--- src/rtl/pipeline_ctrl_if.sv ---
// Handshake bundle between the pipeline datapath and the hazard/stall
// controller. The datapath (master) presents the stage occupants; the
// controller (slave) returns freeze, bubble, flush and SRAM-wait controls.
interface pipeline_ctrl_if #(
  parameter int REG_W = 4
);

  // ID-stage operands
  logic [REG_W-1:0] id_src1;
  logic [REG_W-1:0] id_src2;
  logic             id_use_src1;
  logic             id_two_src;

  // EXE-stage occupant
  logic [REG_W-1:0] exe_dest;
  logic             exe_wb_en;
  logic             exe_mem_r_en;
  logic             branch_taken;

  // MEM-stage occupant
  logic [REG_W-1:0] mem_dest;
  logic             mem_wb_en;
  logic             mem_r_en;
  logic             mem_w_en;

  // Controller responses
  logic             freeze;
  logic             bubble_exe;
  logic             flush;
  logic             stall_all;
  logic             mem_ready;
  logic [15:0]      stall_cycles;

  modport master (
    output id_src1, id_src2, id_use_src1, id_two_src,
    output exe_dest, exe_wb_en, exe_mem_r_en, branch_taken,
    output mem_dest, mem_wb_en, mem_r_en, mem_w_en,
    input  freeze, bubble_exe, flush, stall_all, mem_ready, stall_cycles
  );

  modport slave (
    input  id_src1, id_src2, id_use_src1, id_two_src,
    input  exe_dest, exe_wb_en, exe_mem_r_en, branch_taken,
    input  mem_dest, mem_wb_en, mem_r_en, mem_w_en,
    output freeze, bubble_exe, flush, stall_all, mem_ready, stall_cycles
  );

endinterface

--- src/rtl/pipeline_ctrl.sv ---
// Central hazard and stall controller for a 5-stage pipeline.
// Priority (highest first): SRAM wait stall, taken-branch flush, RAW hazard
// bubble. All controls are combinational; only the wait-state FSM and the
// saturating stall-cycle counter hold state.
module pipeline_ctrl #(
  parameter int MEM_WAIT = 4,  // total stall cycles per SRAM access, 1..15
  parameter int FWD_EN   = 0,  // 1: forwarding present, only load-use stalls
  parameter int REG_W    = 4
) (
  input logic            clk,
  input logic            rst,
  pipeline_ctrl_if.slave bus
);

  localparam logic [1:0] IDLE = 2'd0;
  localparam logic [1:0] BUSY = 2'd1;
  localparam logic [1:0] DONE = 2'd2;

  // BUSY counts down from here; the IDLE cycle that accepts the access is
  // the first stall cycle and the cnt==0 BUSY cycle is the last one.
  localparam logic [3:0] WAIT_LOAD = (MEM_WAIT > 1) ? 4'(MEM_WAIT - 2) : 4'd0;

  logic [1:0]       state, state_next;
  logic [3:0]       cnt, cnt_next;
  logic             mem_req;
  logic             fsm_stall, fsm_ready;

  logic [REG_W-1:0] src1, src2, exe_dest, mem_dest;
  logic             rd1_exe, rd2_exe, rd1_mem, rd2_mem;
  logic             hazard;

  logic             freeze_c, bubble_c, flush_c;
  logic             freeze_o, stall_o;
  logic [15:0]      stall_cnt;

  assign mem_req  = bus.mem_r_en | bus.mem_w_en;
  assign src1     = bus.id_src1;
  assign src2     = bus.id_src2;
  assign exe_dest = bus.exe_dest;
  assign mem_dest = bus.mem_dest;

  // Wait-state FSM next-state and stall/ready decode.
  always_comb begin
    // NOTE: every signal assigned here gets a default first so no path can
    // leave it unassigned and infer a latch.
    state_next = state;
    cnt_next   = cnt;
    fsm_stall  = 1'b0;
    fsm_ready  = 1'b0;
    case (state)
      IDLE: begin
        if (mem_req) begin
          fsm_stall = 1'b1;
          if (MEM_WAIT == 1) begin
            state_next = DONE;
          end else begin
            state_next = BUSY;
            cnt_next   = WAIT_LOAD;
          end
        end
      end
      BUSY: begin
        // Request changes are ignored here; the MEM register is frozen.
        fsm_stall = 1'b1;
        if (cnt == 4'd0) state_next = DONE;
        else             cnt_next   = cnt - 4'd1;
      end
      DONE: begin
        fsm_ready  = 1'b1;
        state_next = IDLE;
      end
      default: state_next = IDLE;
    endcase
  end

  // FSM state and wait counter registers.
  always_ff @(posedge clk or posedge rst) begin
    // NOTE: sequential state uses non-blocking assignments so every register
    // samples pre-edge values regardless of block ordering.
    if (rst) begin
      state <= IDLE;
      cnt   <= 4'd0;
    end else begin
      state <= state_next;
      cnt   <= cnt_next;
    end
  end

  // RAW hazard detection: which ID operands name an in-flight destination.
  always_comb begin
    rd1_exe = bus.id_use_src1 & (src1 == exe_dest);
    rd2_exe = bus.id_two_src  & (src2 == exe_dest);
    rd1_mem = bus.id_use_src1 & (src1 == mem_dest);
    rd2_mem = bus.id_two_src  & (src2 == mem_dest);
    if (FWD_EN != 0)
      hazard = bus.exe_mem_r_en & (rd1_exe | rd2_exe);
    else
      hazard = (bus.exe_wb_en & (rd1_exe | rd2_exe))
             | (bus.mem_wb_en & (rd1_mem | rd2_mem));
  end

  // Fixed-priority merge of stall, branch flush and hazard bubble.
  always_comb begin
    freeze_c = 1'b0;
    bubble_c = 1'b0;
    flush_c  = 1'b0;
    if (fsm_stall) begin
      // The taken branch sits in the frozen EXE register and is flushed
      // once the stall lifts.
      freeze_c = 1'b1;
    end else if (bus.branch_taken) begin
      // The ID instruction is being killed, so its hazard does not matter.
      flush_c = 1'b1;
    end else if (hazard) begin
      freeze_c = 1'b1;
      bubble_c = 1'b1;
    end
  end

  // While reset is high every control is forced low, even though IDLE with
  // a pending request would otherwise decode a stall.
  assign freeze_o       = freeze_c  & ~rst;
  assign stall_o        = fsm_stall & ~rst;
  assign bus.freeze     = freeze_o;
  assign bus.stall_all  = stall_o;
  assign bus.bubble_exe = bubble_c  & ~rst;
  assign bus.flush      = flush_c   & ~rst;
  assign bus.mem_ready  = fsm_ready & ~rst;

  // Saturating count of cycles in which the front end was held.
  always_ff @(posedge clk or posedge rst) begin
    if (rst)
      stall_cnt <= 16'd0;
    else if ((freeze_o | stall_o) && (stall_cnt != 16'hFFFF))
      stall_cnt <= stall_cnt + 16'd1;
  end

  assign bus.stall_cycles = stall_cnt;

endmodule

--- src/flat_wrapper.sv ---
// flat-port wrapper written by rule: the top's interface ports become plain ports
module pipeline_ctrl_flat 
#(
  parameter int MEM_WAIT = 4,                                              
  parameter int FWD_EN   = 0,                                                
  parameter int REG_W    = 4
)
  (clk, rst, bus_id_src1, bus_id_src2, bus_id_use_src1, bus_id_two_src, bus_exe_dest, bus_exe_wb_en, bus_exe_mem_r_en, bus_branch_taken, bus_mem_dest, bus_mem_wb_en, bus_mem_r_en, bus_mem_w_en, bus_freeze, bus_bubble_exe, bus_flush, bus_stall_all, bus_mem_ready, bus_stall_cycles);
  pipeline_ctrl_if #(.REG_W(REG_W)) bus_i ();
  input logic clk;
  input logic rst;
  input wire logic [$bits(bus_i.id_src1)-1:0] bus_id_src1;
  input wire logic [$bits(bus_i.id_src2)-1:0] bus_id_src2;
  input wire logic [$bits(bus_i.id_use_src1)-1:0] bus_id_use_src1;
  input wire logic [$bits(bus_i.id_two_src)-1:0] bus_id_two_src;
  input wire logic [$bits(bus_i.exe_dest)-1:0] bus_exe_dest;
  input wire logic [$bits(bus_i.exe_wb_en)-1:0] bus_exe_wb_en;
  input wire logic [$bits(bus_i.exe_mem_r_en)-1:0] bus_exe_mem_r_en;
  input wire logic [$bits(bus_i.branch_taken)-1:0] bus_branch_taken;
  input wire logic [$bits(bus_i.mem_dest)-1:0] bus_mem_dest;
  input wire logic [$bits(bus_i.mem_wb_en)-1:0] bus_mem_wb_en;
  input wire logic [$bits(bus_i.mem_r_en)-1:0] bus_mem_r_en;
  input wire logic [$bits(bus_i.mem_w_en)-1:0] bus_mem_w_en;
  output wire logic [$bits(bus_i.freeze)-1:0] bus_freeze;
  output wire logic [$bits(bus_i.bubble_exe)-1:0] bus_bubble_exe;
  output wire logic [$bits(bus_i.flush)-1:0] bus_flush;
  output wire logic [$bits(bus_i.stall_all)-1:0] bus_stall_all;
  output wire logic [$bits(bus_i.mem_ready)-1:0] bus_mem_ready;
  output wire logic [$bits(bus_i.stall_cycles)-1:0] bus_stall_cycles;
  assign bus_i.id_src1 = bus_id_src1;
  assign bus_i.id_src2 = bus_id_src2;
  assign bus_i.id_use_src1 = bus_id_use_src1;
  assign bus_i.id_two_src = bus_id_two_src;
  assign bus_i.exe_dest = bus_exe_dest;
  assign bus_i.exe_wb_en = bus_exe_wb_en;
  assign bus_i.exe_mem_r_en = bus_exe_mem_r_en;
  assign bus_i.branch_taken = bus_branch_taken;
  assign bus_i.mem_dest = bus_mem_dest;
  assign bus_i.mem_wb_en = bus_mem_wb_en;
  assign bus_i.mem_r_en = bus_mem_r_en;
  assign bus_i.mem_w_en = bus_mem_w_en;
  assign bus_freeze = bus_i.freeze;
  assign bus_bubble_exe = bus_i.bubble_exe;
  assign bus_flush = bus_i.flush;
  assign bus_stall_all = bus_i.stall_all;
  assign bus_mem_ready = bus_i.mem_ready;
  assign bus_stall_cycles = bus_i.stall_cycles;
  pipeline_ctrl #(.MEM_WAIT(MEM_WAIT), .FWD_EN(FWD_EN), .REG_W(REG_W)) u_core (.clk(clk), .rst(rst), .bus(bus_i));
endmodule
--- config.mk ---
export PLATFORM = sky130hd
export DESIGN_NAME = pipeline_ctrl_flat
export DESIGN_NICKNAME = d
export VERILOG_FILES = /design/src/rtl/pipeline_ctrl_if.sv /design/src/rtl/pipeline_ctrl.sv /design/src/flat_wrapper.sv
export SDC_FILE = /design/constraint.sdc
export NUM_CORES = 1
export LEC_CHECK = 0
export ABC_AREA = 1
export ABC_CLOCK_PERIOD_IN_PS = 3700
export CAP_MARGIN = 25
export CORE_UTILIZATION = 23
export DETAILED_ROUTE_END_ITERATION = 10
export PLACE_DENSITY = 0.47
export SLEW_MARGIN = 20
export SYNTH_ARGS = -nofsm -noshare
export SYNTH_HDL_FRONTEND = slang
export SYNTH_SLANG_ARGS = --single-unit
--- constraint.sdc ---
create_clock -name clk -period 3.7 [get_ports clk]
set_input_delay 0.37 -clock clk [delete_from_list [all_inputs] [get_ports clk]]
set_output_delay 0.37 -clock clk [all_outputs]
set_load 0.005 [all_outputs]
After elaboration in Yosys (flattened, before gate mapping):

Cells that the tools add are included.

* muxes and demuxes: 15
* reduce and logical (&&, ||, !) cells: 6
* equality and inequality tests: 10
* add/subtract/negate cells: 2
* bitwise logic cells: 17

Operator list (number)
* 16-bit by 1-bit adder with 16-bit output, second input constant: 1
* 4-bit == test: 4
* 16-bit inequality test, second input constant: 1
* 1-bit bitwise AND: 11
* 1-bit 2-to-1 mux: 8
* 4-bit 2-to-1 mux: 2
* 4-bit case mux with 2 select lines: 1
* 1-bit OR: 5
* 4-bit logical NOT: 1
* 2-bit 2-to-1 mux: 2
* 2-bit by 1-bit inequality test with 1-bit output, second input constant: 2
* 2-bit case mux with 2 select lines: 1
* 4-bit by 1-bit subtractor with 4-bit output, second input constant: 1
* 3-bit AND reduction: 1
* 2-bit by 1-bit == test with 1-bit output, second input constant: 1
* 2-bit == test, second input constant: 1
* 2-bit logical NOT: 1
* 2-bit inequality test, second input constant: 1
* 1-bit case mux with 2 select lines: 1
* 2-bit AND reduction: 1
* 2-bit nonzero test: 1
* 1-bit logical AND: 1
* 1-bit NOT: 1

* input port bits: 26
* flip-flop bits (word level): 22
* logic and storage cells: 53
* output and inout bits: 21

Logic depth before layout (Yosys ltp):

Gate-level depths: netlist of the first run.

* depth in word-level cells: 11
* depth in mapped cells: 14
* gate-level depth less buffers: 13

Worst setup path before layout of the first run:

OpenSTA, ideal clock, no wires.

* path type: register to register
* start point: register u_core.stall_cnt[0], in the netlist u_core.bus.stall_cycles[0]
* end point: register u_core.stall_cnt[7], in the netlist u_core.bus.stall_cycles[7]
* buffers on the path: 1
* library setup time: 0.117 ns
* arrival time: 1.533 ns
* cell stages (with the launch flop): 10
* slack: 2.050 ns
* cell sequence: dfrtp_1 ha_1 nand3_1 inv_2 nand2_2 nor3_4 nand4_4 buf_2 nand3_1 nand2_1

* longest elaborated chain between the ends: 2

RTL lines
* from (decl): line pipeline_ctrl.sv:34 `logic [15:0] stall_cnt;`
* from (signal assigned): line pipeline_ctrl.sv:135 `stall_cnt <= stall_cnt + 16'd1;`
* parallel branches: the longest is 2 deep, another holds 16-bit by 1-bit adder with 16-bit output

Several ways; the timed one is not identified.
A chain may end at the register's enable or synchronous reset.

Worst setup path in the final report of the first run:

* start point: input bus_exe_dest[1]
* end point: output bus_bubble_exe

* longest elaborated chain between the ends: 9

RTL lines
* from (decl): line flat_wrapper.sv:16 `input wire logic [$bits(bus_i.exe_dest)-1:0] bus_exe_dest;`
* 4-bit == test (on tied branches): line pipeline_ctrl.sv:91, pipeline_ctrl.sv:92
* 1-bit bitwise AND (on tied branches): line pipeline_ctrl.sv:91, pipeline_ctrl.sv:92
* 1-bit OR *: line pipeline_ctrl.sv:98 `hazard = (bus.exe_wb_en & (rd1_exe | rd2_exe))`
* 1-bit bitwise AND *: line pipeline_ctrl.sv:98
* 1-bit OR *: line pipeline_ctrl.sv:99 `| (bus.mem_wb_en & (rd1_mem | rd2_mem));`
* 1-bit 2-to-1 mux *: line pipeline_ctrl.sv:114 `end else if (hazard) begin`
* 1-bit 2-to-1 mux *: line pipeline_ctrl.sv:111 `end else if (bus.branch_taken) begin`
* 1-bit 2-to-1 mux *: line pipeline_ctrl.sv:107 `if (fsm_stall) begin`
* 1-bit bitwise AND *: line pipeline_ctrl.sv:126 `assign bus.bubble_exe = bubble_c & ~rst;`
* to (decl): line flat_wrapper.sv:25 `output wire logic [$bits(bus_i.bubble_exe)-1:0] bus_bubble_exe;`

Every way passes the cells marked *; elsewhere a longest branch is shown, timed or not.

==> results of run 1 <==
==> worst max-delay path: cells and delay by family <==
family / cells / cell delay (ps)
simple gates: 9 / 620
buf+inv: 3 / 1070
==> cell families (layout without fill, tap and decap cells) <==
logic type / count (synthesis) / count (layout) / synth area share, %
AOI/OAI and AO/OA: 7 / 7 / 2.42
DFF: 22 / 22 / 34.3
and+or+nand+nor: 157 / 157 / 43.0
adders and majority gates: 3 / 3 / 2.34
buffers and inverters: 32 / 80 / 8.11
xor gates and xnor gates: 18 / 18 / 9.83
==> final timing paths <==
check                                                       startpoint  slack [ps]                                endpoint
worst max-delay path                                   bus_exe_dest[1]        1250                          bus_bubble_exe
min in group asynchronous                                          rst         560  u_core.bus.stall_cycles[6]$_DFFE_PP0P_
worst max register to register  u_core.bus.stall_cycles[0]$_DFFE_PP0P_        1700  u_core.bus.stall_cycles[5]$_DFFE_PP0P_
worst min register to register             u_core.state[1]$_DFFE_PP0P_         510             u_core.state[1]$_DFFE_PP0P_
worst min-delay path                       u_core.state[1]$_DFFE_PP0P_         510             u_core.state[1]$_DFFE_PP0P_
max in group asynchronous                                          rst        2890  u_core.bus.stall_cycles[4]$_DFFE_PP0P_
==> layout by cell type, fill, tap and decap left out, drive strengths merged, types with 3 or more instances in the layout <==
cell type,netlist,routed
dfrtp,22,22
nor3,6,6
xnor2,12,12
nand3,31,31
nand2,82,82
ha,3,3
nor2,34,34
clkdlybuf4s50,0,45
clkbuf,0,3
inv,29,29
xor2,6,6
==> Yosys cell counts <==
cell / instances / area share, %
xnor2_1: 12 / 6.6
buf_6: 1 / 0.70
nand2_1: 79 / 18
inv_1: 27 / 6.3
nor3_4: 1 / 1.0
nand2_4: 1 / 0.70
a21oi_1: 2 / 0.62
nand3_1: 31 / 9.7
o22ai_1: 2 / 0.78
inv_2: 2 / 0.47
nand2_2: 2 / 0.78
nor2_2: 2 / 0.78
nand4_1: 1 / 0.39
dfrtp_1: 22 / 34
o21ai_1: 1 / 0.31
xor2_1: 6 / 3.3
buf_2: 2 / 0.62
nor3_1: 5 / 1.6
a31oi_1: 1 / 0.39
ha_1: 3 / 2.3
o21ai_0: 1 / 0.31
nor2_1: 32 / 7.5
nand4_4: 1 / 1.3
nor4_1: 2 / 0.78
==> flip-flops by register name (all words and copies together), names as in the netlist <==
signal	cells
u_core.bus.stall_cycles	16
u_core.state	2
u_core.cnt	4
==> cell type report <==
class | instances | share of cell area [%]
clock inverter | 1 | 1.35
clock buffer | 3 | 1.86
inverter | 29 | 4.90
tap | 80 | 4.51
multi-input combinational | 185 | 41.6
sequential | 22 | 24.8
timing repair buffer | 47 | 21.0
==> where the power goes <==
group	total (mW)	internal [mW]	switching, mW
combinational	0.398	0.179	0.219
clock	0.229	0.145	0.0843
sequential	0.344	0.294	0.0503
total	0.971	0.618	0.354
==> per-layer routing <==
metal / track usage [%] / up-vias / routed length (um)
li1: - / 847 / -
met1: 15.7 / 716 / 1910
met2: 20.4 / 24 / 1900
met3: 1.44 / 6 / 123
met4: 4.70 / 0 / 80
met5: 0 / - / 0
==> through the flow <==
stage	total power [mW]	hold WS, ps	cells	area [sq um]	util (%)
6_report	0.971	509	367	2220	32.9
5_1_grt	1.06	524	367	2220	32.9
4_1_cts	0.986	514	367	2220	32.9
3_5_place_dp	0.753	503	363	2150	31.8
3_3_place_gp	0.751	500	363	2150	31.8
2_1_floorplan	0.588	368	239	1600	-
==> flow_summary.json, run 1 <==
{
  "timing.critical_path.from_type": "input port",
  "hold_crit_path_type": "reg2reg",
  "core_sq_um": 6760,
  "cts_resized": 0,
  "power.static_leakage_nw": 1.09,
  "totalWireLength_mm": 4.02,
  "ys_seq_elements": 22,
  "layout.nets": 317,
  "maxSlewHeadroom_pct": 64.3,
  "mappedNetlistArea_sq_um": 1600,
  "grt_overflow_total": 0,
  "timing.final.max_slew_violations": 0,
  "number_of_distinct_library_cells_after_synthesis": 24,
  "min_period_ps": 2450,
  "status": "finished clean",
  "area_delta_synth_final_pct": 38.4,
  "yosysSeqAreaShare_pct": 34.3,
  "mappedNetlistNets": 268,
  "grt_start_max_net_pins": 23,
  "place.gp.congestion": 0.803,
  "worst_path_largest_cell_delay_ps": 510,
  "timing.critical_path.to_type": "primary output",
  "timing_worst_setup_path_type": "in2out",
  "grt_pass1_wl_mm": 7.08,
  "area.sequential_sq_um": 551,
  "detail_route.vias_per_cell": 4.34,
  "root_buffer": "clkbuf_8",
  "drive_gt1_share_pct": 5.23,
  "synth_warnings": 0,
  "wl_per_cell_um": 10.9,
  "max_cap_viol_count": 0,
  "post_cts_hold_buffer_count": 0,
  "numClockSinks": 22,
  "insertion_delay_ps": 270,
  "critical_path.slowest_cell": "clkdlybuf4s50_1",
  "timing.setup.tns_ps": 0,
  "finalCritPeriodShare_pct": 66.1,
  "ant_nets": 0,
  "rsz0062_at_grt": "no",
  "numPortBuffers": 45,
  "report.final.setup_viol": 0,
  "cellPowerDensity_nw_per_um2": 438,
  "timing.critical_path.cells": "clkdlybuf4s50_1 -> inv_1 -> nand2_1 -> nand2_1 -> nor2_1 -> nand3_1 -> nand2_1 -> nand2_1 -> nand2_1 -> nand2_1 -> nor2_1 -> clkdlybuf4s50_1",
  "timing_worst_slew_pin_value_ps": 530,
  "fp.dieW_um": 85.5,
  "crit_path_frequent_cell": "nand2_1",
  "number_of_global_route_vias_before_repair": 1521,
  "detailed_place_hpwl_mm": 3.17,
  "first_pass_detailed_route_iteration_total": 6,
  "post_synth.cell_area_avg_sq_um": 6.71,
  "syn_inst": 239,
  "clock.fmax_ghz": 0.409,
  "critical_path_rt_ps": 3330,
  "vias": 1593,
  "die_footprint_sq_um": 7310,
  "final-hold-violation-count": 0,
  "pin_count": 47,
  "peakVddDrop_uv": 179,
  "row_count": 30,
  "cts_made_buffers": 3,
  "first_iter_violations": 44,
  "multiInputGateArea_sq_um": 923,
  "postCtsSetupRepairBufs": 0,
  "hold_depth": 1,
  "largest_fanout_on_the_critical_path": 3,
  "num_antenna_cells": 0,
  "die_span_y_um": 85.5,
  "place_ws_ps": 1240,
  "clkSlewWorstSetupHoldPaths_ps": 70,
  "tritoncts": "yes",
  "worst_ep_arrival_time_ps": 2080,
  "initial_utilization_pct": 23.7,
  "cts_htree_levels": 1,
  "clock-skew-final_ps": 15.9,
  "layout_setup_ws_ps": 1250,
  "fillerInstances": 725,
  "remaining_drcs": 0,
  "groute.usage.overall_pct": 12.0,
  "initial_antenna_violation_count": 0,
  "timing.reg2reg.worst_path_depth": 9,
  "cts_buffer_depth": 2
}
Note: power is estimated with default switching activity, not from simulation.
==> run 2, diff against run 1 <==
--- a/config.mk
+++ b/config.mk
@@ -6,11 +6,11 @@
 export NUM_CORES = 1
 export LEC_CHECK = 0
 export ABC_AREA = 1
-export ABC_CLOCK_PERIOD_IN_PS = 3700
+export ABC_CLOCK_PERIOD_IN_PS = 2200
 export CAP_MARGIN = 25
 export CORE_UTILIZATION = 23
 export DETAILED_ROUTE_END_ITERATION = 10
-export PLACE_DENSITY = 0.47
+export PLACE_DENSITY = 0.48
 export SLEW_MARGIN = 20
 export SYNTH_ARGS = -nofsm -noshare
 export SYNTH_HDL_FRONTEND = slang
==> constraint.sdc (replaced) <==
create_clock -name clk -period 2.2 [get_ports clk]
set_input_delay 0.22 -clock clk [delete_from_list [all_inputs] [get_ports clk]]
set_output_delay 0.22 -clock clk [all_outputs]
set_load 0.005 [all_outputs]
==> run 2 against run 1 <==
Net effect: non-clock buffer count is 6 higher; cell count is 1.6% higher; setup slack worse by 1000 ps; clock power is 32% higher.
==> flow_summary.json, run 2 (synthesis results as in run 1) <==
{
  "timing.critical_path.to_type": "primary output",
  "postCtsSetupRepairBufs": 0,
  "timing.critical_path.cells": "clkdlybuf4s50_1 -> o21ai_1 -> nor2_1 -> nor2_1 -> inv_1 -> nor2_1 -> clkdlybuf4s50_1",
  "finalNonFillerCells": 373,
  "timing.critical_path.from_type": "input port",
  "number_of_global_route_vias_before_repair": 1440,
  "grt_pass1_wl_mm": 6.89,
  "maxSlewHeadroom_pct": 63.0,
  "critical_path_rt_ps": 1980,
  "remaining_drcs": 0,
  "timing.reg2reg.worst_path_depth": 9,
  "status": "finished clean",
  "totalWireLength_mm": 4.09,
  "groute.usage.overall_pct": 11.7,
  "drive_gt1_share_pct": 7.51,
  "num_antenna_cells": 0,
  "power.static_leakage_nw": 1.17,
  "min_period_ps": 1960,
  "finalCritPeriodShare_pct": 89.2,
  "grt_start_max_net_pins": 23,
  "clock-skew-final_ps": 5.67,
  "grt_overflow_total": 0,
  "die_footprint_sq_um": 7310,
  "cts_htree_levels": 1,
  "most_used_cells_in_the_layout_excluding_fill_and_tap_cells": "nand2_1, clkdlybuf4s50_1, nor2_1, nand3_1, inv_1",
  "max_cap_viol_count": 0,
  "place.detailed.instances": 369,
  "r2r_start": "u_core.bus.stall_cycles[0]$_DFFE_PP0P_",
  "post_cts_hold_buffer_count": 0,
  "pin_count": 47,
  "rsz0062_at_grt": "no",
  "cts_resized": 0,
  "initial_utilization_pct": 23.7,
  "cts_buffer_depth": 2,
  "timing.setup.tns_ps": 0,
  "vias": 1564,
  "area_delta_synth_final_pct": 41.1,
  "insertion_delay_ps": 260,
  "root_buffer": "clkbuf_8",
  "detailed_place_hpwl_mm": 3.22,
  "worst_ep_arrival_time_ps": 1740,
  "first_iter_violations": 58,
  "first_pass_detailed_route_iteration_total": 4,
  "critical_path.startpoint": "bus_mem_w_en",
  "tritoncts": "yes",
  "report.final.setup_viol": 0,
  "clkSlewWorstSetupHoldPaths_ps": 90,
  "timing_worst_slew_pin_value_ps": 550,
  "detailed_place.area_sq_um": 2190,
  "wl_per_cell_um": 11.0,
  "worst_path_largest_cell_delay_ps": 510,
  "layout.nets": 323,
  "cts_made_buffers": 3,
  "clock.fmax_ghz": 0.510,
  "numClockSinks": 22,
  "row_count": 30,
  "hold_crit_path_type": "in2async",
  "numPortBuffers": 45,
  "peakVddDrop_uv": 272,
  "final-hold-violation-count": 0,
  "place.gp.congestion": 0.809,
  "fp.dieW_um": 85.5,
  "design_area_sq_um": 2260,
  "ant_nets": 0,
  "core_sq_um": 6760,
  "die_span_y_um": 85.5,
  "worst_hold_slack_ps": 426,
  "largest_register_ff_count": 16,
  "detail_route.vias_per_cell": 4.19,
  "fin_util_pct": 33.5,
  "critical_path.slowest_cell": "clkdlybuf4s50_1",
  "crit_path_frequent_cell": "nor2_1",
  "cellPowerDensity_nw_per_um2": 698,
  "timing.final.max_slew_violations": 0,
  "largest_fanout_on_the_critical_path": 3,
  "initial_antenna_violation_count": 0,
  "mostFrequentLayoutCell": "nand2_1",
  "timing_worst_setup_path_type": "in2out"
}
-- run 2: worst max-delay path, delay by kind of cell --
| kind | cells | cell delay, ps |
|---|---|---|
| AND/OR/NAND/NOR | 3 | 330 |
| AO/OA/AOI/OAI | 1 | 180 |
| buffers and inverters | 3 | 1010 |
-- run 2: layout make-up --
class                      count  area (sq um)
clock buffer                   4          55.1
tap                           80           100
sequential                    22           551
inverter                      29           109
timing repair buffer          53           523
multi-input combinational    185           926
fill                         746          4490
-- run 2: worst paths after layout --
check                                                              end  slack (ps)
worst max register to register  u_core.bus.stall_cycles[4]$_DFFE_PP0P_         440
worst min-delay path            u_core.bus.stall_cycles[1]$_DFFE_PP0P_         430
max in group asynchronous       u_core.bus.stall_cycles[7]$_DFFE_PP0P_        1550
worst max-delay path                                         bus_flush         240
min in group clk                           u_core.state[1]$_DFFE_PP0P_         520
worst min register to register             u_core.state[1]$_DFFE_PP0P_         520
-- run 2: metal layers --
| metal | wire, um | track usage [%] | share of wire, % |
|---|---|---|---|
| met1 | 2100 | 16.3 | 51 |
| met2 | 1810 | 18.4 | 44 |
| met3 | 91 | 1.35 | 2.2 |
| met4 | 83 | 4.85 | 2.0 |
| met5 | 0 | 0 | 0 |
-- run 2: power breakdown --
group	switching, mW	internal, mW
Combinational	0.391	0.329
Clock	0.142	0.160
Sequential	0.0653	0.494
Total	0.599	0.982
-- run 2: metrics by stage --
stage / total power, mW / setup WS, ps
global route: 1.72 / 140
floorplan: 0.990 / 550
CTS: 1.61 / 14.2
detailed placement: 1.30 / 17.9
finish: 1.58 / 238
global placement: 1.30 / 5.82
